==> src/rtl/atm_pkg.sv <==
// Shared widths, op encodings, state enum and hold defaults for the ATM
// transaction initiator.
package atm_pkg;

   localparam int DW = 12;
   localparam int OW = 3;

   localparam logic [OW-1:0] OP_DEPOSIT  = 3'd0;
   localparam logic [OW-1:0] OP_WITHDRAW = 3'd1;
   localparam logic [OW-1:0] OP_TRANSFER = 3'd2;
   localparam logic [OW-1:0] OP_INQUIRY  = 3'd3;
   localparam logic [OW-1:0] OP_EXIT     = 3'd4;
   localparam logic [OW-1:0] OP_REPORT   = 3'd6;

   localparam int LOGIN_HOLD_DEF = 3;
   localparam int OP_HOLD_DEF    = 5;
   localparam int EXIT_HOLD_DEF  = 4;
   localparam int REPORT_HOLD    = 2;

   typedef enum logic [2:0] {
      S_IDLE   = 3'd0,
      S_LOGIN  = 3'd1,
      S_OPER   = 3'd2,
      S_REPORT = 3'd3,
      S_EXIT   = 3'd4,
      S_RESP   = 3'd5
   } state_e;

   // counter reload value; a hold of 0 still lasts one cycle
   function automatic int hold_ld(input int h);
      return (h > 1) ? h - 1 : 0;
   endfunction

   function automatic int max_hold(input int a, input int b,
                                   input int c, input int d);
      int m;
      m = a;
      if (b > m) m = b;
      if (c > m) m = c;
      if (d > m) m = d;
      return m;
   endfunction

endpackage

==> src/rtl/atm_txn_initiator_if.sv <==
// Request/response handshake bundle between a host and the ATM
// transaction initiator.
interface atm_txn_initiator_if;
   import atm_pkg::*;

   logic          req_valid;
   logic          req_ready;
   logic [DW-1:0] req_acct;
   logic [DW-1:0] req_pin;
   logic [DW-1:0] req_dst;
   logic [OW-1:0] req_op;
   logic [DW-1:0] req_amount;

   logic          rsp_valid;
   logic          rsp_ready;
   logic [DW-1:0] rsp_balance;
   logic [DW-1:0] rsp_dst_balance;
   logic          rsp_err;

   modport master (
      output req_valid, req_acct, req_pin, req_dst, req_op, req_amount,
      input  req_ready,
      input  rsp_valid, rsp_balance, rsp_dst_balance, rsp_err,
      output rsp_ready
   );

   modport slave (
      input  req_valid, req_acct, req_pin, req_dst, req_op, req_amount,
      output req_ready,
      output rsp_valid, rsp_balance, rsp_dst_balance, rsp_err,
      input  rsp_ready
   );

endinterface

==> src/rtl/atm_hold_counter.sv <==
// Loadable down-counter that saturates at zero; done marks the last
// cycle of a hold window.
module atm_hold_counter #(
   parameter int W = 3
) (
   input  logic         clk,
   input  logic         rst,
   input  logic         load,
   input  logic [W-1:0] load_val,
   input  logic         dec,
   output logic         done
);

   logic [W-1:0] cnt;

   always_ff @(posedge clk) begin
      if (rst)
         cnt <= '0;
      else if (load)
         cnt <= load_val;
      else if (dec && cnt != '0)
         cnt <= cnt - 1'b1;
   end

   assign done = (cnt == '0);

endmodule

==> src/rtl/atm_txn_initiator.sv <==
// Sequences one ATM transaction (login, operation, report, exit) per request.
// Option: ATM_INIT_ZERO_AMT_CHECK_EN rejects zero-amount deposit/withdraw/transfer.
module atm_txn_initiator
   import atm_pkg::*;
#(
   parameter int LOGIN_HOLD = LOGIN_HOLD_DEF,
   parameter int OP_HOLD    = OP_HOLD_DEF,
   parameter int EXIT_HOLD  = EXIT_HOLD_DEF
) (
   input  logic          clk,
   input  logic          rst,
   atm_txn_initiator_if.slave bus,
   output logic [DW-1:0] Account_Number,
   output logic [DW-1:0] PIN,
   output logic [DW-1:0] Destination_Account,
   output logic [DW-1:0] WithDraw_Amount,
   output logic [DW-1:0] Transfer_Amount,
   output logic [DW-1:0] Deposit_Amount,
   output logic [OW-1:0] Operation,
   input  logic [DW-1:0] FinalBalance,
   input  logic [DW-1:0] Final_DstBalance
);

   localparam int MAXH = max_hold(LOGIN_HOLD, OP_HOLD, EXIT_HOLD, REPORT_HOLD);
   localparam int CW   = $clog2(MAXH + 1);

   state_e        state;
   logic [DW-1:0] r_acct, r_pin, r_dst, r_amt;
   logic [OW-1:0] r_op;
   logic          accept, reject, active;
   logic          ld, done;
   logic [CW-1:0] ld_val;

   assign bus.req_ready = (state == S_IDLE);
   assign accept = bus.req_valid && bus.req_ready;

`ifdef ATM_INIT_ZERO_AMT_CHECK_EN
   assign reject = (bus.req_op > OP_EXIT) ||
                   (bus.req_op <= OP_TRANSFER && bus.req_amount == '0);
`else
   assign reject = (bus.req_op > OP_EXIT);
`endif

   always_comb begin
      ld     = 1'b0;
      ld_val = '0;
      unique case (state)
         S_IDLE: if (accept && !reject) begin
            ld     = 1'b1;
            ld_val = CW'(hold_ld(LOGIN_HOLD));
         end
         S_LOGIN: if (done) begin
            ld     = 1'b1;
            ld_val = CW'(hold_ld(OP_HOLD));
         end
         S_OPER: if (done) begin
            ld     = 1'b1;
            ld_val = CW'(hold_ld(REPORT_HOLD));
         end
         S_REPORT: if (done) begin
            ld     = 1'b1;
            ld_val = CW'(hold_ld(EXIT_HOLD));
         end
         default: ;
      endcase
   end

   atm_hold_counter #(.W(CW)) u_hold (
      .clk      (clk),
      .rst      (rst),
      .load     (ld),
      .load_val (ld_val),
      .dec      (1'b1),
      .done     (done)
   );

   always_ff @(posedge clk) begin
      if (rst) begin
         state               <= S_IDLE;
         r_acct              <= '0;
         r_pin               <= '0;
         r_dst               <= '0;
         r_amt               <= '0;
         r_op                <= '0;
         bus.rsp_valid       <= 1'b0;
         bus.rsp_err         <= 1'b0;
         bus.rsp_balance     <= '0;
         bus.rsp_dst_balance <= '0;
      end else begin
         unique case (state)
            S_IDLE: if (accept) begin
               r_acct              <= bus.req_acct;
               r_pin               <= bus.req_pin;
               r_dst               <= bus.req_dst;
               r_amt               <= bus.req_amount;
               r_op                <= bus.req_op;
               bus.rsp_err         <= reject;
               bus.rsp_balance     <= '0;
               bus.rsp_dst_balance <= '0;
               state <= reject ? S_RESP : S_LOGIN;
            end
            S_LOGIN: if (done) state <= S_OPER;
            S_OPER:  if (done) state <= S_REPORT;
            S_REPORT: if (done) begin
               bus.rsp_balance     <= FinalBalance;
               bus.rsp_dst_balance <= Final_DstBalance;
               state <= S_EXIT;
            end
            S_EXIT: if (done) state <= S_RESP;
            S_RESP: begin
               // rsp_valid rises one cycle after entering RESP
               if (!bus.rsp_valid) begin
                  bus.rsp_valid <= 1'b1;
               end else if (bus.rsp_ready) begin
                  bus.rsp_valid <= 1'b0;
                  state         <= S_IDLE;
               end
            end
            default: state <= S_IDLE;
         endcase
      end
   end

   assign active = state inside {S_LOGIN, S_OPER, S_REPORT, S_EXIT};

   always_comb begin
      Account_Number      = '0;
      PIN                 = '0;
      Destination_Account = '0;
      WithDraw_Amount     = '0;
      Transfer_Amount     = '0;
      Deposit_Amount      = '0;
      Operation           = '0;
      if (active) begin
         Account_Number      = r_acct;
         PIN                 = r_pin;
         Destination_Account = r_dst;
      end
      unique case (state)
         S_OPER: begin
            Operation = r_op;
            case (r_op)
               OP_DEPOSIT:  Deposit_Amount  = r_amt;
               OP_WITHDRAW: WithDraw_Amount = r_amt;
               OP_TRANSFER: Transfer_Amount = r_amt;
               default: ;
            endcase
         end
         S_REPORT: Operation = OP_REPORT;
         S_EXIT:   Operation = OP_EXIT;
         default: ;
      endcase
   end

endmodule

==> src/flat_wrapper.sv <==
// flat-port wrapper written by rule: the top's interface ports become plain ports
module atm_txn_initiator_flat import atm_pkg::*;
#(
   parameter int LOGIN_HOLD = LOGIN_HOLD_DEF,
   parameter int OP_HOLD    = OP_HOLD_DEF,
   parameter int EXIT_HOLD  = EXIT_HOLD_DEF
)
  (clk, rst, Account_Number, PIN, Destination_Account, WithDraw_Amount, Transfer_Amount, Deposit_Amount, Operation, FinalBalance, Final_DstBalance, bus_req_valid, bus_req_acct, bus_req_pin, bus_req_dst, bus_req_op, bus_req_amount, bus_req_ready, bus_rsp_valid, bus_rsp_balance, bus_rsp_dst_balance, bus_rsp_err, bus_rsp_ready);
  atm_txn_initiator_if bus_i ();
  input  logic clk;
  input  logic rst;
  output logic [DW-1:0] Account_Number;
  output logic [DW-1:0] PIN;
  output logic [DW-1:0] Destination_Account;
  output logic [DW-1:0] WithDraw_Amount;
  output logic [DW-1:0] Transfer_Amount;
  output logic [DW-1:0] Deposit_Amount;
  output logic [OW-1:0] Operation;
  input  logic [DW-1:0] FinalBalance;
  input  logic [DW-1:0] Final_DstBalance;
  input wire logic [$bits(bus_i.req_valid)-1:0] bus_req_valid;
  input wire logic [$bits(bus_i.req_acct)-1:0] bus_req_acct;
  input wire logic [$bits(bus_i.req_pin)-1:0] bus_req_pin;
  input wire logic [$bits(bus_i.req_dst)-1:0] bus_req_dst;
  input wire logic [$bits(bus_i.req_op)-1:0] bus_req_op;
  input wire logic [$bits(bus_i.req_amount)-1:0] bus_req_amount;
  output wire logic [$bits(bus_i.req_ready)-1:0] bus_req_ready;
  output wire logic [$bits(bus_i.rsp_valid)-1:0] bus_rsp_valid;
  output wire logic [$bits(bus_i.rsp_balance)-1:0] bus_rsp_balance;
  output wire logic [$bits(bus_i.rsp_dst_balance)-1:0] bus_rsp_dst_balance;
  output wire logic [$bits(bus_i.rsp_err)-1:0] bus_rsp_err;
  input wire logic [$bits(bus_i.rsp_ready)-1:0] bus_rsp_ready;
  assign bus_i.req_valid = bus_req_valid;
  assign bus_i.req_acct = bus_req_acct;
  assign bus_i.req_pin = bus_req_pin;
  assign bus_i.req_dst = bus_req_dst;
  assign bus_i.req_op = bus_req_op;
  assign bus_i.req_amount = bus_req_amount;
  assign bus_req_ready = bus_i.req_ready;
  assign bus_rsp_valid = bus_i.rsp_valid;
  assign bus_rsp_balance = bus_i.rsp_balance;
  assign bus_rsp_dst_balance = bus_i.rsp_dst_balance;
  assign bus_rsp_err = bus_i.rsp_err;
  assign bus_i.rsp_ready = bus_rsp_ready;
  atm_txn_initiator #(.LOGIN_HOLD(LOGIN_HOLD), .OP_HOLD(OP_HOLD), .EXIT_HOLD(EXIT_HOLD)) u_core (.clk(clk), .rst(rst), .bus(bus_i), .Account_Number(Account_Number), .PIN(PIN), .Destination_Account(Destination_Account), .WithDraw_Amount(WithDraw_Amount), .Transfer_Amount(Transfer_Amount), .Deposit_Amount(Deposit_Amount), .Operation(Operation), .FinalBalance(FinalBalance), .Final_DstBalance(Final_DstBalance));
endmodule
==> config.mk <==
export PLATFORM = sky130hd
export DESIGN_NAME = atm_txn_initiator_flat
export DESIGN_NICKNAME = d
export VERILOG_FILES = /design/src/rtl/atm_pkg.sv /design/src/rtl/atm_txn_initiator_if.sv /design/src/rtl/atm_hold_counter.sv /design/src/rtl/atm_txn_initiator.sv /design/src/flat_wrapper.sv
export SDC_FILE = /design/constraint.sdc
export NUM_CORES = 1
export LEC_CHECK = 0
export ABC_AREA = 1
export CAP_MARGIN = 20
export CORE_MARGIN = 4
export CORE_UTILIZATION = 35
export DETAILED_ROUTE_END_ITERATION = 8
export PLACE_DENSITY = 0.74
export SLEW_MARGIN = 10
export SYNTH_ARGS = -nofsm -noshare
export SYNTH_HDL_FRONTEND = slang
export SYNTH_SLANG_ARGS = --single-unit
==> constraint.sdc <==
create_clock -name clk -period 1.5 [get_ports clk]
set_input_delay 0.3 -clock clk [delete_from_list [all_inputs] [get_ports clk]]
set_output_delay 0.3 -clock clk [all_outputs]
set_load 0.005 [all_outputs]
Word-level counts from Yosys, hierarchy flattened
Cells that the tools add are included.

Memory bits (read-only): 0. Memories: 0. Input bits: 79. Bits in writable memories: 0. Bits in latches: 0. Bits in registers: 83. Logic and storage cells: 77.

Equality and inequality tests: 14. Shifts and indexed selects: 0. Div/mod/pow operators: 0. Bitwise gates (word level): 0. $lt $le $gt $ge: 1. $add $sub $neg: 1. $mul: 0. Multiplexer cells: 36. Reductions and logical operators: 14.

Operators with widths (number): 12-bit 2-to-1 mux (12); 12-bit one-hot mux with 2 select lines (2); 3-bit 2-to-1 mux (11); 3-bit one-hot mux with 6 select lines (1); 3-bit one-hot mux with 4 select lines (1); 2-bit by 1-bit != test with 1-bit output, second input constant (5); 3-bit by 2-bit == test with 1-bit output, second input constant (3); 3-bit zero test (3); 3-bit one-hot mux with 3 select lines (1); 7-bit AND reduction (1); 3-bit by 1-bit == test with 1-bit output, second input constant (2); 3-bit == test, second input constant (2); 1-bit 2-to-1 mux (5); 2-bit 2-to-1 mux (2); 2-bit != test, second input constant (2); 2-bit nonzero test (2); 4-bit nonzero test (1); 3-bit greater-than comparator, second input constant (1); 3-bit AND reduction (1); 3-bit nonzero test (1); 3-bit OR reduction (1); 3-bit by 1-bit subtractor with 3-bit output, second input constant (1); 1-bit logical AND (2); 1-bit one-hot mux with 2 select lines (1); 2 further kinds (2).

Depth between registers and ports, before layout
Depth in word-level cells: 6. Depth in mapped cells: 10.

By module
Synthesis repeated with hierarchy kept, for this count alone.

Cells, all modules: 543. Area total of the unflattened synthesis: 3749.8 µm².

By module, submodules not included: atm_txn_initiator (area an instance 3548.4 µm², instances 1, cells an instance 509); atm_hold_counter (area an instance 201.4 µm², instances 1, cells an instance 34).

Worst setup path before layout
Ideal clock, no wire load.

Path type: register -> output. From: register u_core.state[0]. To: output Account_Number[10]. Slack: -0.060 ns. Cell stages (with the launch flop): 9. Arrival: 1.260 ns. Data required time: 1.200 ns. Path through: dfxtp_1 > buf_2 > inv_1 > nor2_1 > nand2_1 > nand3_1 > nor2_2 > buf_2 > nor2_1.

Word-level cells in the longest chain between the ends: 3. Elaborated cells on any way between the ends: 6. Classes of those cells: eq/ne (4); mux (1); reduce/logical (1).

Ends and longest elaborated chain: from (decl) (line atm_txn_initiator.sv:27) `state_e state;`; from (signal assigned) (line atm_txn_initiator.sv:100) `state <= reject ? S_RESP : S_LOGIN;`; 3-bit by 1-bit == test with 1-bit output (tied with other cells) (line atm_txn_initiator.sv:124) `assign active = state inside {S_LOGIN, S_OPER, S_REPORT, S_EXIT};`; 4-bit nonzero test * (line atm_txn_initiator.sv:124); 12-bit 2-to-1 mux * (line atm_txn_initiator.sv:134) `if (active) begin`; to (decl) (line flat_wrapper.sv:12) `output logic [DW-1:0] Account_Number;`.

Every way passes the cells marked *; elsewhere a longest branch is shown, timed or not.

Worst setup path after layout
From: register u_core.state[0]. To: output Account_Number[3].

The elaborated chain is that of the path after synthesis.

==> metrics.md <==
| Metric | Value |
|---|---|
| Most used DFF post-synth | `dfxtp_1` |
| Multi-input logic area | `2200 um2` |
| Root Buffer | `clkbuf_8` |
| Combinational power share | `63.3%` |
| Synth Area per Inst | `a little over 7 um2` |
| H-tree depth | `3` |
| R2r startpoint | `u_core.state[1]` |
| Crit-path slowest cell | `dfxtp_4` |
| Total gr overflow | `0` |
| Initial Util | `36.0%` |
| Fmax | `just under 500 MHz` |
| Sequential Power Share | `a little under a quarter` |
| Int Power | `0.00740 W` |
| Chip Width | `111 um` |
| Num rows | `37` |
| Cells after Synth | `just over 500` |
| Failing checks | `negative setup slack` |
| CTS Buf Count | `9` |
| Clock latency on the worst-skew pair | `0.35 ns` |
| Critical path, cell by cell | `inv_4 -> nor2_4 -> nand2_2 -> nand3_4 -> buf_6 -> nor2_4 -> buf_6 -> clkbuf_16 -> nor2_4 -> buf_2` |
| Setup WS pre-CTS | `-0.729 ns` |
| Worst Max-Slew Pin Slew | `0.376 ns` |
| Top post-synthesis cells by count | `dfxtp_1, a21oi_1, inv_1` |
| # placed instances | `~830` |
| Hpwl dp | `8710 um` |
| Ant. Diodes | `0` |
| Post-Layout Cell Count | `900` |
| Final Util | `between 60% and 70%` |
| RSZ-0062 raised after global routing | `true` |
| Routed len/inst | `17.2 um` |
| Share of layout cells above drive strength 1 | `39.9%` |
| Final hold vios | `0` |
| Syn nets | `600` |
| Initial antenna violation count | `1` |
| Slew headroom | `74.9%` |
| Flop2flop setup slack | `-0.28 ns` |
| Worst Skew | `0.00919 ns` |
| Synth area leader | `dfxtp_1` |
| TritonRoute pass-1 iters | `7` |
| Largest net degree at the start of global routing | `54` |
| Sw frac | `42.6%` |
| Fill count | `775` |
| Worst Path Required | `between 1 and 1.5 ns` |
| Register area | `1690 um2` |
| Min-Delay Path Class | `flip-flop to flip-flop` |
| Core ar. | `~10000 um2` |
| Synth top area cells | `dfxtp_1, a21oi_1, o21ai_0` |
| Clk sink count | `83` |
| Status | `finished, violations left` |
| Switch Pwr | `between 0.005 and 0.006 W` |
| Fraction of registers with async set/reset | `0%` |
| Pleak | `3.16 nW` |
| Vias | `4662` |
| Synth unique cells | `25` |
| Die height | `about 110 um` |
| Routability cong. | `0.840` |
| CTS clock-pin slew for the worst setup and hold paths | `approximately 0.08 ns` |
| Die ar. | `12300 um2` |
| Post-Syn Area | `3710 um2` |
| Crit path time final | `2.04 ns` |
| Terminus of the critical flop-to-flop path | `u_core.bus.rsp_dst_balance[8]` |
| Max_cap viols | `0` |
| Crit path to | `Account_Number[3]` |
| Worst Setup End Kind | `primary output` |
| Final-report setup violation count | `102` |
| Ys Warns | `0` |
| Residual DRC count | `0` |
| Most frequent cell after synthesis | `dfxtp_1` |
| Overall Global Routing Usage | `between 20 and 25%` |
| Final worst setup slack | `-0.538 ns` |
| Area Growth Syn to Fin | `88.1%` |
| WL final | `about 16000 um` |
| Period utilization | `136%` |
| Most used cell, CP | `nor2_4` |
| Vias per cell | `5.18` |
| IO Count | `about 180` |
| Setup crit start kind | `flip-flop` |
| Worst Setup SP | `u_core.state[0]` |
| EDFF count, synth | `0` |
| PD cells | `between 1500 and 2000 nW/um2` |
| Post-DRT Antenna Nets | `0` |
| Slew Limit Fails | `0` |
| Final #Nets | `840` |
| Register area share after synthesis | `44.7%` |
| Reg2Reg Depth | `11` |
| CTS max path bufs | `2` |
| Worst EP arrival | `1.74 ns` |
| Number of synthesized register bits | `83` |
| CP Class | `flip-flop to primary output` |
| Clock network fraction of design power | `13.7%` |
| Post-synth top area share | `between 40% and 50%` |
| VDD IR max | `1.06 mV` |
| Vias in the first global route | `4456` |
| First-pass GRT wire length | `between 20000 and 25000 um` |
| Slowest stage delay, CP | `0.38 ns` |
| Hold Startpoint | `u_core.bus.rsp_err` |
| CTS tree | `built` |
| Iter 0 DRT Violations | `between 300 and 400` |
| Crit Path Max Fanout | `5` |
| PortBufs | `180` |
==> cell usage in the layout, fill, tap and decap left out, types with 12 or more instances in the layout <==
cell and instances:
dlygate4sd2_1 13, nor2_4 18, a21oi_1 73, nor2_2 22, dfxtp_2 15, buf_4 43
buf_12 12, nor2_1 13, o21ai_0 55, nor3_2 30, dfxtp_1 65, nand4_1 26
clkdlybuf4s50_1 81, buf_2 75, buf_6 20, inv_1 62, nand2_1 43
==> layer usage <==
layer | track usage (%) | up-vias | routed length [um] | share of wire (%)
met2 | 37.3 | 242 | 7620 | 49
li1 | - | 2200 | - | -
met5 | 0 | - | 13 | 0.084
met1 | 25.8 | 2181 | 6140 | 40
met4 | 9.16 | 2 | 449 | 2.9
met3 | 6.82 | 37 | 1280 | 8.3
==> final cells by class <==
cell class              count  share of cell area [%]
clock inverters             6                    1.27
flip-flops and latches     83                    24.2
repair buffers            264                    34.9
multi-input cells         331                    31.4
clock buffers              10                    1.83
inverters                  70                    3.90
well taps                 136                    2.44
==> flip-flops by register name (all words and copies together) (netlist names) <==
name and count:
u_core.bus.rsp_balance 12, u_core.bus.rsp_dst_balance 12, u_core.r_acct 12, u_core.r_amt 12, u_core.r_dst 12, u_core.r_pin 12, u_core.r_op 3, u_core.state 3
u_core.u_hold.cnt 3, u_core.bus.rsp_err 1, u_core.bus.rsp_valid 1
==> worst min path at each step <==
stage	endpoint	slack, ns	depth (start not counted)
after floorplan	u_core.r_dst[0]	0.43	2
after global placement	u_core.r_dst[9]	0.44	2
after detailed placement	u_core.r_pin[2]	0.45	2
after CTS	u_core.r_pin[2]	0.46	2
after global routing	u_core.bus.rsp_balance[6]	0.48	2
final	u_core.bus.rsp_err	0.45	2
==> worst max-delay path, delay by kind of cell, from the launching register on <==
family                 cells  cell delay [ns]
buffers and inverters      5             0.64
DFF                        1             0.38
and+or+nand+nor            5             0.37
==> cells by family (layout without fill, tap and decap cells) <==
logic type / after synthesis / after routing / synth area share [%]
xor+xnor: 1 / 1 / 0.236
flops: 83 / 83 / 44.7
simple gates: 184 / 188 / 23.1
buf+inv: 109 / 350 / 12.2
compound gates: 140 / 140 / 19.1
fa+ha+maj: 2 / 2 / 0.674
==> what timing repair did <==
action | CTS | global route
pin swaps | 10 | 28
setup endpoints to repair | 124 | 118
gates cloned | 8 | 6
gates resized for setup | 401 | 113
buffers inserted | 25 | 12
hold buffers | 0 | 0
==> per-stage QoR <==
stage               TNS [ns]  instance area (um2)  total power [W]  hold slack, ns
global placement      -43.88                 5860          0.00750           0.442
CTS                   -32.96                 6560           0.0113           0.458
global route          -46.33                 6990           0.0136           0.482
finish                -39.03                 6990           0.0129           0.452
detailed placement    -50.81                 5860          0.00764           0.445
floorplan             -0.357                 3720          0.00564           0.430
==> power by group through the flow <==
stage / Clock (W) / Combinational (W) / Sequential (W)
6_report: 0.00176 / 0.00815 / 0.00297
3_5_place_dp: 0 / 0.00468 / 0.00296
3_3_place_gp: 0 / 0.00456 / 0.00294
2_1_floorplan: 0 / 0.00273 / 0.00291
4_1_cts: 0.00180 / 0.00659 / 0.00293
5_1_grt: 0.00189 / 0.00868 / 0.00302
Power figures use the tool's default switching activity.
